**src/rtl/video_timing_pkg.sv**
```systemverilog
`default_nettype none
// +--------------------------------------------------------------------+
// | video_timing_pkg : default 640x480@60 raster timings, GB geometry  |
// | Revision: 1.0                                                       |
// +--------------------------------------------------------------------+
package video_timing_pkg;

  localparam int VGA_H_ACTIVE = 640;
  localparam int VGA_H_FP     = 16;
  localparam int VGA_H_SYNC   = 96;
  localparam int VGA_H_BP     = 48;
  localparam int VGA_V_ACTIVE = 480;
  localparam int VGA_V_FP     = 10;
  localparam int VGA_V_SYNC   = 2;
  localparam int VGA_V_BP     = 33;

  localparam int GB_W = 160;
  localparam int GB_H = 144;

  function automatic int timing_total(input int active, input int fp,
                                      input int sync_len, input int bp);
    return active + fp + sync_len + bp;
  endfunction

endpackage
`default_nettype wire

```
**src/rtl/video_timing_gen_scale_counter.sv**
```systemverilog
`default_nettype none
// +--------------------------------------------------------------------+
// | scale_counter : divider-free source coordinate for a scaled window |
// | Revision: 1.0                                                       |
// +--------------------------------------------------------------------+
module scale_counter
  import video_timing_pkg::*;
#(
  parameter int LIMIT = GB_W,
  parameter int SCALE = 3,
  localparam int CXW  = (LIMIT > 1) ? $clog2(LIMIT) : 1
) (
  input  logic           pixel_clk,
  input  logic           reset_n,
  input  logic           start,
  input  logic           step,
  input  logic           in_range,
  output logic [CXW-1:0] coord
);

  localparam int SXW = (SCALE > 1) ? $clog2(SCALE) : 1;
  localparam logic [SXW-1:0] c_sx_last = SXW'(SCALE - 1);

  logic [SXW-1:0] r_sx;
  logic [CXW-1:0] r_cx;

  // State describes the current position; a step moves it to the next one.
  always_ff @(posedge pixel_clk or negedge reset_n) begin
    if (!reset_n) begin
      r_sx <= '0;
      r_cx <= '0;
    end else if (step) begin
      if (start || !in_range) begin
        r_sx <= '0;
        r_cx <= '0;
      end else if (r_sx == c_sx_last) begin
        r_sx <= '0;
        r_cx <= r_cx + CXW'(1);
      end else begin
        r_sx <= r_sx + SXW'(1);
      end
    end
  end

  assign coord = in_range ? r_cx : '0;

endmodule
`default_nettype wire

```
**src/rtl/video_timing_gen.sv**
```systemverilog
`default_nettype none
// +--------------------------------------------------------------------+
// | video_timing_gen : registered raster timing with scaled viewport    |
// | Revision: 1.0                                                       |
// +--------------------------------------------------------------------+
module video_timing_gen
  import video_timing_pkg::*;
#(
  parameter int H_ACTIVE = VGA_H_ACTIVE,
  parameter int H_FP     = VGA_H_FP,
  parameter int H_SYNC   = VGA_H_SYNC,
  parameter int H_BP     = VGA_H_BP,
  parameter int V_ACTIVE = VGA_V_ACTIVE,
  parameter int V_FP     = VGA_V_FP,
  parameter int V_SYNC   = VGA_V_SYNC,
  parameter int V_BP     = VGA_V_BP,
  parameter bit HS_POL   = 1'b0,
  parameter bit VS_POL   = 1'b0,
  parameter int VP_X0    = 80,
  parameter int VP_Y0    = 24,
  parameter int VP_W     = GB_W,
  parameter int VP_H     = GB_H,
  parameter int SCALE    = 3,
  localparam int H_TOTAL = timing_total(H_ACTIVE, H_FP, H_SYNC, H_BP),
  localparam int V_TOTAL = timing_total(V_ACTIVE, V_FP, V_SYNC, V_BP),
  localparam int CW      = $clog2(H_TOTAL),
  localparam int RW      = $clog2(V_TOTAL),
  localparam int XW      = (VP_W > 1) ? $clog2(VP_W) : 1,
  localparam int YW      = (VP_H > 1) ? $clog2(VP_H) : 1
) (
  input  logic          pixel_clk,
  input  logic          reset_n,
  output logic          hs,
  output logic          vs,
  output logic          active_nblank,
  output logic          sync,
  output logic [CW-1:0] drawX,
  output logic [RW-1:0] drawY,
  output logic          line_start,
  output logic          frame_start,
  output logic          vblank_start,
  output logic          vp_active,
  output logic [XW-1:0] vp_x,
  output logic [YW-1:0] vp_y
);

  if (SCALE < 1) begin : g_chk_scale
    $error("video_timing_gen: SCALE must be at least 1");
  end
  if (VP_X0 + VP_W * SCALE > H_ACTIVE) begin : g_chk_vp_x
    $error("video_timing_gen: viewport exceeds H_ACTIVE");
  end
  if (VP_Y0 + VP_H * SCALE > V_ACTIVE) begin : g_chk_vp_y
    $error("video_timing_gen: viewport exceeds V_ACTIVE");
  end
  if (H_FP == 0 || H_SYNC == 0 || H_BP == 0 ||
      V_FP == 0 || V_SYNC == 0 || V_BP == 0) begin : g_chk_porch
    $error("video_timing_gen: porch and sync lengths must be non-zero");
  end

  localparam logic [CW-1:0] c_h_last    = CW'(H_TOTAL - 1);
  localparam logic [CW-1:0] c_h_act     = CW'(H_ACTIVE);
  localparam logic [CW-1:0] c_hs_beg    = CW'(H_ACTIVE + H_FP);
  localparam logic [CW-1:0] c_hs_len    = CW'(H_SYNC);
  localparam logic [CW-1:0] c_vpx_beg   = CW'(VP_X0);
  localparam logic [CW-1:0] c_vpx_len   = CW'(VP_W * SCALE);
  localparam logic [RW-1:0] c_v_last    = RW'(V_TOTAL - 1);
  localparam logic [RW-1:0] c_v_act     = RW'(V_ACTIVE);
  localparam logic [RW-1:0] c_vs_beg    = RW'(V_ACTIVE + V_FP);
  localparam logic [RW-1:0] c_vs_len    = RW'(V_SYNC);
  localparam logic [RW-1:0] c_vpy_beg   = RW'(VP_Y0);
  localparam logic [RW-1:0] c_vpy_len   = RW'(VP_H * SCALE);

  logic [CW-1:0] r_hc, w_hc_next, w_hs_off, w_vpx_off;
  logic [RW-1:0] r_vc, w_vc_next, w_vs_off, w_vpy_off;
  logic          w_h_last, w_v_last, w_hs_in, w_vs_in, w_x_in, w_y_in;
  logic [XW-1:0] w_x_coord;
  logic [YW-1:0] w_y_coord;

  assign w_h_last  = (r_hc == c_h_last);
  assign w_v_last  = (r_vc == c_v_last);
  assign w_hc_next = w_h_last ? '0 : r_hc + CW'(1);
  assign w_vc_next = !w_h_last ? r_vc : (w_v_last ? '0 : r_vc + RW'(1));

  // Offset-and-compare windows: values below the start wrap to large numbers.
  assign w_hs_off  = r_hc - c_hs_beg;
  assign w_vs_off  = r_vc - c_vs_beg;
  assign w_vpx_off = r_hc - c_vpx_beg;
  assign w_vpy_off = r_vc - c_vpy_beg;
  assign w_hs_in   = (w_hs_off < c_hs_len);
  assign w_vs_in   = (w_vs_off < c_vs_len);
  assign w_x_in    = (w_vpx_off < c_vpx_len);
  assign w_y_in    = (w_vpy_off < c_vpy_len);

  always_ff @(posedge pixel_clk or negedge reset_n) begin
    if (!reset_n) begin
      r_hc <= '0;
      r_vc <= '0;
    end else begin
      r_hc <= w_hc_next;
      r_vc <= w_vc_next;
    end
  end

  scale_counter #(.LIMIT(VP_W), .SCALE(SCALE)) u_scale_x (
    .pixel_clk (pixel_clk),
    .reset_n   (reset_n),
    .start     (w_hc_next == c_vpx_beg),
    .step      (1'b1),
    .in_range  (w_x_in),
    .coord     (w_x_coord)
  );

  scale_counter #(.LIMIT(VP_H), .SCALE(SCALE)) u_scale_y (
    .pixel_clk (pixel_clk),
    .reset_n   (reset_n),
    .start     (w_h_last && (w_vc_next == c_vpy_beg)),
    .step      (w_h_last),
    .in_range  (w_y_in),
    .coord     (w_y_coord)
  );

  always_ff @(posedge pixel_clk or negedge reset_n) begin
    if (!reset_n) begin
      hs            <= ~HS_POL;
      vs            <= ~VS_POL;
      active_nblank <= 1'b0;
      drawX         <= '0;
      drawY         <= '0;
      line_start    <= 1'b0;
      frame_start   <= 1'b0;
      vblank_start  <= 1'b0;
      vp_active     <= 1'b0;
      vp_x          <= '0;
      vp_y          <= '0;
    end else begin
      hs            <= w_hs_in ? HS_POL : ~HS_POL;
      vs            <= w_vs_in ? VS_POL : ~VS_POL;
      active_nblank <= (r_hc < c_h_act) && (r_vc < c_v_act);
      drawX         <= r_hc;
      drawY         <= r_vc;
      line_start    <= (r_hc == '0);
      frame_start   <= (r_hc == '0) && (r_vc == '0);
      vblank_start  <= (r_hc == '0) && (r_vc == c_v_act);
      vp_active     <= w_x_in && w_y_in;
      vp_x          <= (w_x_in && w_y_in) ? w_x_coord : '0;
      vp_y          <= w_y_coord;
    end
  end

  assign sync = 1'b0;

endmodule
`default_nettype wire

```
**config.mk**
```make
export PLATFORM = sky130hd
export DESIGN_NAME = video_timing_gen
export DESIGN_NICKNAME = d
export VERILOG_FILES = /design/src/rtl/video_timing_pkg.sv /design/src/rtl/video_timing_gen_scale_counter.sv /design/src/rtl/video_timing_gen.sv
export SDC_FILE = /design/constraint.sdc
export NUM_CORES = 1
export LEC_CHECK = 0
export CAP_MARGIN = 20
export CORE_MARGIN = 2
export CORE_UTILIZATION = 45
export CTS_CLUSTER_DIAMETER = 150
export DETAILED_ROUTE_END_ITERATION = 10
export PLACE_DENSITY = 0.67
export RECOVER_POWER = 50
export SLEW_MARGIN = 25
export SYNTH_ARGS = -nofsm -noshare
export SYNTH_HDL_FRONTEND = slang
export SYNTH_SLANG_ARGS = --single-unit
```
**constraint.sdc**
```tcl
create_clock -name pixel_clk -period 2.9 [get_ports pixel_clk]
set_input_delay 0.58 -clock pixel_clk [delete_from_list [all_inputs] [get_ports pixel_clk]]
set_output_delay 0.58 -clock pixel_clk [all_outputs]
set_load 0.02 [all_outputs]
```
# --- Word-level counts from Yosys, hierarchy flattened ---
# Index checks and enable logic that the tools add are counted.
classes:
  n_eq_ne: 7
  order_cmp: 6
  reduce_logical: 14
  add_sub_neg: 10
  muxes: 16
op_table:
  columns: ["operator", "count"]
  rows:
  - ["$mux 8", 7]
  - ["$lt 10x9->1 const B", 3]
  - ["$mux 10", 3]
  - ["$add 10x1->10 const B", 2]
  - ["$eq 10x10->1 const B", 2]
  - ["$logic_not 10->1", 2]
  - ["$add 8x1->8 const B", 2]
  - ["$eq 10x5->1 const B", 1]
  - ["$eq 10x7->1 const B", 1]
  - ["$eq 10x9->1 const B", 1]
  - ["$lt 10x10->1 const B", 1]
  - ["$lt 10x2->1 const B", 1]
  - ["$lt 10x7->1 const B", 1]
  - ["$sub 10x10->10 const B", 1]
  - ["$sub 10x5->10 const B", 1]
  - ["$sub 10x7->10 const B", 1]
  - ["$sub 10x9->10 const B", 1]
  - ["$mux 2", 4]
  - ["$logic_and 1x1->1", 5]
  - ["$add 2x1->2 const B", 2]
  - ["$eq 2x2->1 const B", 2]
  - ["$reduce_bool 2->1", 2]
  - ["$logic_not 1->1", 2]
  - ["$logic_or 1x1->1", 2]
  - ["2 further kinds", 3]
word_totals:
  regBits: 83
  inputBits: 2

# --- Longest topological paths before layout ---
# Gate-level depths: netlist of the first run.
depth:
  depth_word: 8
  ltp_mapped: 11
  depth_no_buf: 8

# --- Cells and area by module ---
# From an unflattened synthesis of the first run, not the netlist that was laid out.
hier_totals:
  cells_unflattened: 383
  area_unflattened_um2: 4060.1
modules_own_cells:
  columns: ["module", "cells_per_inst", "area_per_inst_um2", "n_inst"]
  rows:
  - ["video_timing_gen", 255, 2816.5, 1]
  - ["scale_counter", 64, 621.8, 2]

# --- Worst setup path after synthesis of the first run ---
# OpenSTA, ideal clock, no wires.
synth_path:
  path_kind: "reg-to-reg"
  from: "register r_hc[5]"
  to: "register u_scale_y.r_cx[1]"
  path_buffers: 2
  arrival_ns: 2.561
  required_time_ns: 2.818
  path_slack_ns: 0.257
  setup_time_ns: 0.082
  stages_incl_launch_ff: 11
  cell_sequence: "dfrtp_1 > clkbuf_1 > inv_1 > ha_1 > nand4b_4 > nor4_2 > mux2_2 > o2111ai_1 > buf_2 > nand4_1 > o22ai_1"
synth_between:
  elab_chain_cells: 7
synth_rtl:
  columns: ["item", "line", "source"]
  rows:
  - ["from (decl)", "video_timing_gen.sv:74", "logic [CW-1:0] r_hc, w_hc_next, w_hs_off, w_vpx_off;"]
  - ["from (signal assigned)", "video_timing_gen.sv:100", "r_hc <= w_hc_next;"]
  - ["$eq 10x10->1 (*)", "video_timing_gen.sv:80", "assign w_h_last = (r_hc == c_h_last);"]
  - ["$mux 10", "video_timing_gen.sv:83", "assign w_vc_next = !w_h_last ? r_vc : (w_v_last ? '0 : r_vc + RW'(1));"]
  - ["$eq 10x5->1", "video_timing_gen.sv:117", ".start (w_h_last && (w_vc_next == c_vpy_beg)),"]
  - ["$logic_and 1x1->1", "video_timing_gen.sv:117", null]
  - ["$logic_or 1x1->1", "video_timing_gen_scale_counter.sv:33", "if (start || !in_range) begin"]
  - ["$reduce_bool 2->1 (no line)", null, null]
  - ["$reduce_and 2->1 (no line)", null, null]
  - ["to (signal assigned)", "video_timing_gen_scale_counter.sv:38", "r_cx <= r_cx + CXW'(1);"]
  - ["to (decl)", "video_timing_gen_scale_counter.sv:25", "logic [CXW-1:0] r_cx;"]
# Every way passes the cells marked *; elsewhere a longest branch is shown, timed or not.
# A chain may end at the register's enable or synchronous reset.

# --- Final worst setup path of the first run ---
layout_path:
  from: "register r_hc[6]"
  to: "register u_scale_x.r_cx[2]"
layout_between:
  elab_chain_cells: 5
layout_rtl:
  columns: ["item", "line", "source"]
  rows:
  - ["$sub 10x7->10, or another cell as far along", "video_timing_gen.sv:88", "assign w_vpx_off = r_hc - c_vpx_beg;"]
  - ["$lt 10x9->1 / $mux 10 (equally long branches)", "video_timing_gen.sv:92, video_timing_gen.sv:82", null]
  - ["$logic_not 1->1 / $eq 10x7->1 (equally long branches)", "video_timing_gen_scale_counter.sv:33, video_timing_gen.sv:108", null]
  - ["$logic_or 1x1->1 (*)", "video_timing_gen_scale_counter.sv:33", null]
  - ["$mux 8 / $reduce_bool 2->1 (equally long branches)", null, null]
  - ["to (signal assigned)", "video_timing_gen_scale_counter.sv:38", null]
  - ["to (decl)", "video_timing_gen_scale_counter.sv:25", null]
# Marks and branches as above.

==> results by group, run 1 <==
Worst setup path
  – CP required: 3.12 ns
  – CP Capture Type: register
  – Worst stage delay on the critical path: approximately 0.63 ns
  – Crit-path cells: clkbuf_1 > nand3_1 > nor4_1 > xnor2_1 > o2111ai_1 > o41ai_4 > nor2_1
  – Kind of critical path: register to register
  – End of the critical path: u_scale_x.r_cx[2]
  – Worst R2R Start: r_hc[6]
  – Slowest CP cell: o41ai_4
  – Worst Setup SP: r_hc[6]
  – Worst Path Buf+Inv: 1
  – Crit Path Max Fanout: 15
  – Reg2reg path depth: 7
  – RR Endpoint: u_scale_x.r_cx[2]
  – Crit path max-delay family: compound AO/OA/AOI/OAI gates
  – CP Data Arrival Time: 2.85 ns
  – Worst R2R Setup Slack: 0.27 ns
  – CP startpoint kind: register
  – WP depth: 7

STA
  – Clock skew: approximately 0.01 ns
  – Max_slew headroom: about 8.6%
  – Setup violators final: 0
  – Tcrit/Tclk final: about 91%
  – Fin. Hold Viols: 0
  – Least-Margin Pin Slew: roughly 1.4 ns
  – Worst Slack Setup Final: 0.267 ns
  – Slew Limit Fails: 0
  – Final Critical Period: roughly 2.6 ns
  – Setup TNS: 0 ns
  – Max Fclk: about 380 MHz
  – Unrepaired setup endpoints after global routing: no

Global route
  – GRT Total Usage: between 10% and 20%
  – Via count of the first global-routing pass: about 2700
  – Largest net degree at the start of global routing: 59
  – GRT overflow: 0
  – First-pass GRT wire length: approximately 13000 um
  – Initial antenna violation count: 0

Detailed routing
  – Vias: around 2800
  – Initial drt markers: 89
  – Routed wire per std cell: 14.6 um
  – Avg Vias per Cell: between 5 and 6
  – Met3 wire length: 330 um
  – Met2 routed WL: around 3500 um
  – M1 wire length: about 3800 um
  – DR top layer: met4
  – Pre-antenna DRT Iters: 4
  – WL final: between 7000 and 8000 um
  – Antenna-violating nets left: 0
  – Residual DRC: 0

Placement
  – GP Congestion: 0.941
  – Post-place setup slack: about 0.28 ns
  – HPWL Detailed: 5220 um
  – Port bufs: 44
  – Placed Area: around 4500 um2

Synthesis
  – Synthesized cell area: approximately 3900 um2
  – Share of the synthesized area in the top cell type: between 50% and 60%
  – Prevailing post-synth register cell: dfrtp_1
  – Synth area leader: dfrtp_1
  – EDFF count, synth: 0
  – Top cells by count, synth: dfrtp_1, nor2_1, nand2_1
  – YS warnings: 0
  – Synth area leaders: dfrtp_1, ha_1, nor2_1
  – Cell with the most instances after synthesis: dfrtp_1
  – Post-synthesis sequential area ratio: 53.1%
  – Share of flip-flops with an asynchronous set or reset: 100%
  – Syn Area/Cell: between 10 and 15 um2
  – Unique cell type count in the Yosys netlist: 55
  – Register bit total from synthesis: 83
  – Synthesized instance count: between 300 and 400
  – Post-Synthesis Net Count: roughly 380

Pwr
  – Peak VDD IR: around 0.26 mV
  – Pleak: 2.08 nW
  – Power density of the placed cells: around 450 nW/um2

Job
  – Max Cap Viol: 0

Clock tree
  – CTS tree: done
  – Clk sinks: between 80 and 90
  – CTS H-tree depth: 3
  – Worst-path clk slew: around 0.080 ns
  – Clk root buf: clkbuf_8
  – # hold bufs at CTS: 0
  – Skew-Pair Late Insertion Delay: 0.35 ns
  – Num CTS Buffers: 9
  – Clock buffer depth: 2

Floorplan
  – Initial Util: between 40 and 50%
  – Core Area: ~8600 um2
  – Row count: 34
  – Die X: 97.2 um
  – Die height: between 90 and 100 um
  – Die footprint: roughly 9500 um2
  – Top Ports: 46

Finish
  – Finished Core Util: approximately 55%
  – Area grow syn2layout: 20.0%
  – Final nets: between 400 and 500
  – Post-route cell area: approximately 4700 um2
  – Share of post-route cells with drive strength above 1: a little under a tenth
  – Antenna cells: 0

Min path
  – Hold/Removal Path Class: register to register

Status
  – Status: completed
## worst min path at each step
stage	slack (ns)	startpoint	cells past startpoint	end
global route	0.48	u_scale_x.r_sx[1]	1	u_scale_x.r_sx[1]
detailed placement	0.44	u_scale_x.r_sx[1]	1	u_scale_x.r_sx[0]
CTS	0.31	reset_n	1	r_hc[4]
global placement	0.44	u_scale_x.r_sx[1]	1	u_scale_x.r_sx[0]
floorplan	0.28	reset_n	0	active_nblank
finish	0.46	u_scale_x.r_sx[0]	1	u_scale_x.r_sx[0]
## worst reg2reg max path, delay by kind of cell (launching register included)
family,cells,cell delay (ns)
compound gates,2,0.84
xor+xnor,1,0.20
buf+inv,1,0.55
flops,1,0.38
simple gates,3,0.53
## flip-flops by register name, summed over array words and instances (netlist names), 2 cells and up
register	count
u_scale_x.r_sx	2
drawY	10
u_scale_y.r_cx	8
u_scale_y.r_sx	2
vp_x	8
r_vc	10
drawX	10
vp_y	8
r_hc	10
u_scale_x.r_cx	8
## stage by stage
stage	hold WS (ns)	instances	power [mW]
floorplan	0.284	366	1.18
global placement	0.438	511	1.21
detailed placement	0.440	511	1.21
CTS	0.309	527	2.14
global route	0.475	527	2.19
finish	0.463	527	2.11
## kinds of logic after synthesis
group	share of synthesized area, %
muxes	2.37
other	0.0958
buffers and inverters	4.57
AOI/OAI and AO/OA	9.91
xor gates and xnor gates	5.15
adders and majority gates	5.08
and+or+nand+nor	19.7
DFF	53.1
## cell type report
type / instances / area, um2
Tap cell: 108 / 135
Timing Repair Buffer: 60 / 534
Inverter: 16 / 60.1
Sequential cell: 83 / 2080
Clock inverter: 4 / 72.6
Multi-Input combinational cell: 244 / 1660
Fill cell: 771 / 3900
Clock buffer: 12 / 155
## where the power goes
part	internal [mW]	total, mW	switching [mW]	leakage (nW)
registers	1.16	1.16	0	1.12
logic	0.00152	0.0239	0.0224	0.845
clock network	0.531	0.932	0.401	0.113
## repair_timing
action / in CTS / in global routing
setup buffers: 0 / 0
gates resized for setup: 0 / 1
endpoints found under the setup margin: 0 / 1
## cells in the final DEF, fill, tap and decap left out, types with 13 or more instances in the layout
master,count
and3_1,14
clkdlybuf4s50_1,43
dfrtp_1,81
ha_1,14
inv_1,16
nand2_1,24
nand3_1,16
nand4_1,14
nor2_1,28
o21ai_0,13
## layer usage
layer / vias to the layer above / global-route usage [%]
li1: 1383 / -
met1: 1370 / 24.2
met2: 69 / 25.6
met3: 12 / 2.95
met4: 0 / 8.12
met5: - / 0
Power figures use the tool's default switching activity.
==> inputs of run 2 (changes only) <==
--- a/config.mk
+++ b/config.mk
@@ -10,7 +10,7 @@
 export CORE_UTILIZATION = 45
 export CTS_CLUSTER_DIAMETER = 150
 export DETAILED_ROUTE_END_ITERATION = 10
-export PLACE_DENSITY = 0.67
+export PLACE_DENSITY = 0.7
 export RECOVER_POWER = 50
 export SLEW_MARGIN = 25
 export SYNTH_ARGS = -nofsm -noshare
==> constraint.sdc (replaced) <==
create_clock -name pixel_clk -period 2.1 [get_ports pixel_clk]
set_input_delay 0.42 -clock pixel_clk [delete_from_list [all_inputs] [get_ports pixel_clk]]
set_output_delay 0.42 -clock pixel_clk [all_outputs]
set_load 0.02 [all_outputs]
==> results by group, run 2 (synthesized netlist as in run 1, its figures left out) <==
Worst setup path
  – CP Data Arrival Time: 2.57 ns (-0.28 ns)
  – WP depth: 7 (unchanged)
  – Kind of critical path: register to register
  – Worst R2R Setup Slack: -0.23 ns (-0.49 ns)
  – CP required: 2.34 ns (-0.78 ns)
  – Reg2reg path depth: 7 (unchanged)
  – Slowest CP cell: a2111oi_4
  – CP Capture Type: register
  – Worst stage delay on the critical path: 0.44 ns (-0.19 ns)
  – Worst Path Buf+Inv: 0 (-1)
  – Crit Path Max Fanout: 6 (-9)
  – Worst Setup SP: r_vc[1]
  – Crit-path cells: ha_2 > a21bo_2 > a211o_1 > a2111oi_4 > o2111ai_4 > a31oi_1 > mux2i_1
  – Crit path max-delay family: compound AO/OA/AOI/OAI gates
  – CP startpoint kind: register
  – Worst R2R Start: r_vc[1]
  – End of the critical path: u_scale_y.r_cx[3]
  – RR Endpoint: u_scale_y.r_cx[3]

Global route
  – First-pass GRT wire length: 14600 um (+11%)
  – Via count of the first global-routing pass: 3106 (+14%)
  – Largest net degree at the start of global routing: 42 (-29%)
  – Initial antenna violation count: 0 (unchanged)
  – GRT overflow: 0 (unchanged)
  – GRT Total Usage: 19.1% (+2.0 points)

Placement
  – Placed Area: 4970 um2 (+11%)
  – GP Congestion: 0.901 (-4.3%)
  – HPWL Detailed: 5960 um (+14%)
  – Port bufs: 44 (unchanged)

STA
  – Worst Hold Slack: 0.197 ns (-0.265 ns)
  – Max Fclk: 430 MHz (+13%)
  – Unrepaired setup endpoints after global routing: yes
  – Tcrit/Tclk final: 111% (+20 points)
  – Least-Margin Pin Slew: 0.966 ns (-0.406 ns)
  – Fin. Hold Viols: 0 (unchanged)
  – Clock skew: 0.00853 ns (-0.00173 ns)
  – Worst Slack Setup Final: -0.227 ns (-0.494 ns)
  – Setup violators final: 20 (+20)
  – Max_slew headroom: 35.6% (+27 points)
  – Slew Limit Fails: 0 (unchanged)
  – Final Critical Period: 2.33 ns (-0.306 ns)

Pwr
  – Power density of the placed cells: 527 nW/um2 (+17%)
  – Pleak: 2.39 nW (+15%)
  – Peak VDD IR: 0.279 mV (+5.9%)

Floorplan
  – Top Ports: 46 (unchanged)
  – Die X: 97.2 um (unchanged)
  – Row count: 34 (unchanged)
  – Die height: 97.2 um (unchanged)
  – Die footprint: 9460 um2 (unchanged)
  – Core Area: 8590 um2 (unchanged)
  – Initial Util: 45.5% (unchanged)

Clock tree
  – CTS tree: done
  – Skew-Pair Late Insertion Delay: 0.36 ns (about the same)
  – Worst-path clk slew: 0.09 ns (about the same)
  – Clock buffer depth: 2 (unchanged)
  – Clk root buf: clkbuf_8
  – CTS H-tree depth: 3 (unchanged)
  – Num CTS Buffers: 9 (unchanged)
  – Clk sinks: 83 (unchanged)
  – # hold bufs at CTS: 0 (unchanged)

Finish
  – Antenna cells: 0 (unchanged)
  – Share of post-route cells with drive strength above 1: 25.7% (+17 points)
  – Final nets: 486 (+13%)
  – Area taken by multi-input logic gates: 1840 um2 (+11%)
  – Fillers: 687 (-11%)
  – Area grow syn2layout: 35.3%
  – Most common cell after layout, fill and taps aside: dfrtp_1
  – Post-route cell area: 5290 um2 (+13%)
  – Finished Core Util: 61.6% (+7.0 points)
  – Most frequent cells in the layout: dfrtp_1, buf_4, clkdlybuf4s50_1, nand2_1, nor2_1
  – Reg area: 2080 um2 (unchanged)

Status
  – Status: finished, violations left
  – Failing checks: setup timing

Detailed routing
  – Vias: 3114 (+9.9%)
  – Pre-antenna DRT Iters: 4 (unchanged)
  – Residual DRC: 0 (unchanged)
  – Antenna-violating nets left: 0 (unchanged)
  – WL final: 8580 um (+11%)
  – Avg Vias per Cell: 5.35 (-0.50%)
  – Routed wire per std cell: 14.7 um (+0.74%)
  – Initial drt markers: 160 (+80%)

Job
  – Max Cap Viol: 0 (unchanged)

Min path
  – Hold/Removal Path Class: primary input to asynchronous set/reset pin
-- run 2: changes by cell type in the layout (fill, tap and decap cells not counted), sizes merged --
cell,delta
buf,+52
bufinv,-1
clkinv,+3
clkinvlp,-1
dlymetal6s2s,-1
inv,+2
o2111ai,+1
-- run 2: metal layers --
layer | GRT usage, % | wire (um) | vias to the layer above
met3 | 4.03 | 457 | 16
met5 | 0 | 0 | -
met4 | 8.97 | 151 | 0
met2 | 28.6 | 4060 | 89
met1 | 26.8 | 3910 | 1511
li1 | - | - | 1498
-- run 2: metrics by stage --
stage | setup TNS [ns] | std cells | power, mW | setup slack (ns)
finish | -3.14 | 582 | 2.79 | -0.227
global route | -6.19 | 582 | 2.90 | -0.354
CTS | -3.31 | 582 | 2.83 | -0.209
detailed placement | -5.91 | 562 | 1.67 | -0.270
global placement | -4.76 | 562 | 1.67 | -0.238
floorplan | -6.38 | 366 | 1.63 | -0.446
-- run 2: final cells by class --
| cell class | instances | share of cell area, % |
|---|---|---|
| tap | 108 | 2.55 |
| timing repair buffer | 114 | 18.5 |
| inverter | 16 | 1.18 |
| clock buffer | 9 | 2.34 |
| clock inverter | 7 | 1.42 |
| multi-input combinational | 245 | 34.7 |
| sequential | 83 | 39.3 |
-- run 2: worst min-delay path by stage --
| stage | startpoint | to | slack (ns) |
|---|---|---|---|
| 3_5_place_dp | reset_n | drawX[0] | 0.43 |
| 5_1_grt | reset_n | drawX[4] | 0.26 |
| 4_1_cts | reset_n | drawX[4] | 0.03 |
| 2_1_floorplan | reset_n | active_nblank | 0.12 |
| 6_report | reset_n | drawX[0] | 0.20 |
| 3_3_place_gp | r_vc[0] | drawY[0] | 0.41 |
-- run 2: report_power, final --
part           switching (mW)  leakage, nW  internal (mW)
clock network           0.604        0.104          0.557
logic                  0.0311         1.16        0.00205
registers                   0         1.12           1.60
-- run 2: repair_timing --
item / 4_1_cts / 5_1_grt
gates resized for setup: 16 / 16
buffers inserted: 2 / 0
endpoints found under the hold margin: 0 / 0
pin swaps: 16 / 9
gates cloned: 2 / 0
setup endpoints to repair: 34 / 35
==> inputs of run 3 (changes only) <==
--- a/config.mk
+++ b/config.mk
@@ -5,7 +5,6 @@
 export SDC_FILE = /design/constraint.sdc
 export NUM_CORES = 1
 export LEC_CHECK = 0
-export CAP_MARGIN = 20
 export CORE_MARGIN = 2
 export CORE_UTILIZATION = 45
 export CTS_CLUSTER_DIAMETER = 150
==> results of run 3 <==
Same layout as run 2: the final DEF is identical, and so are final timing and power.
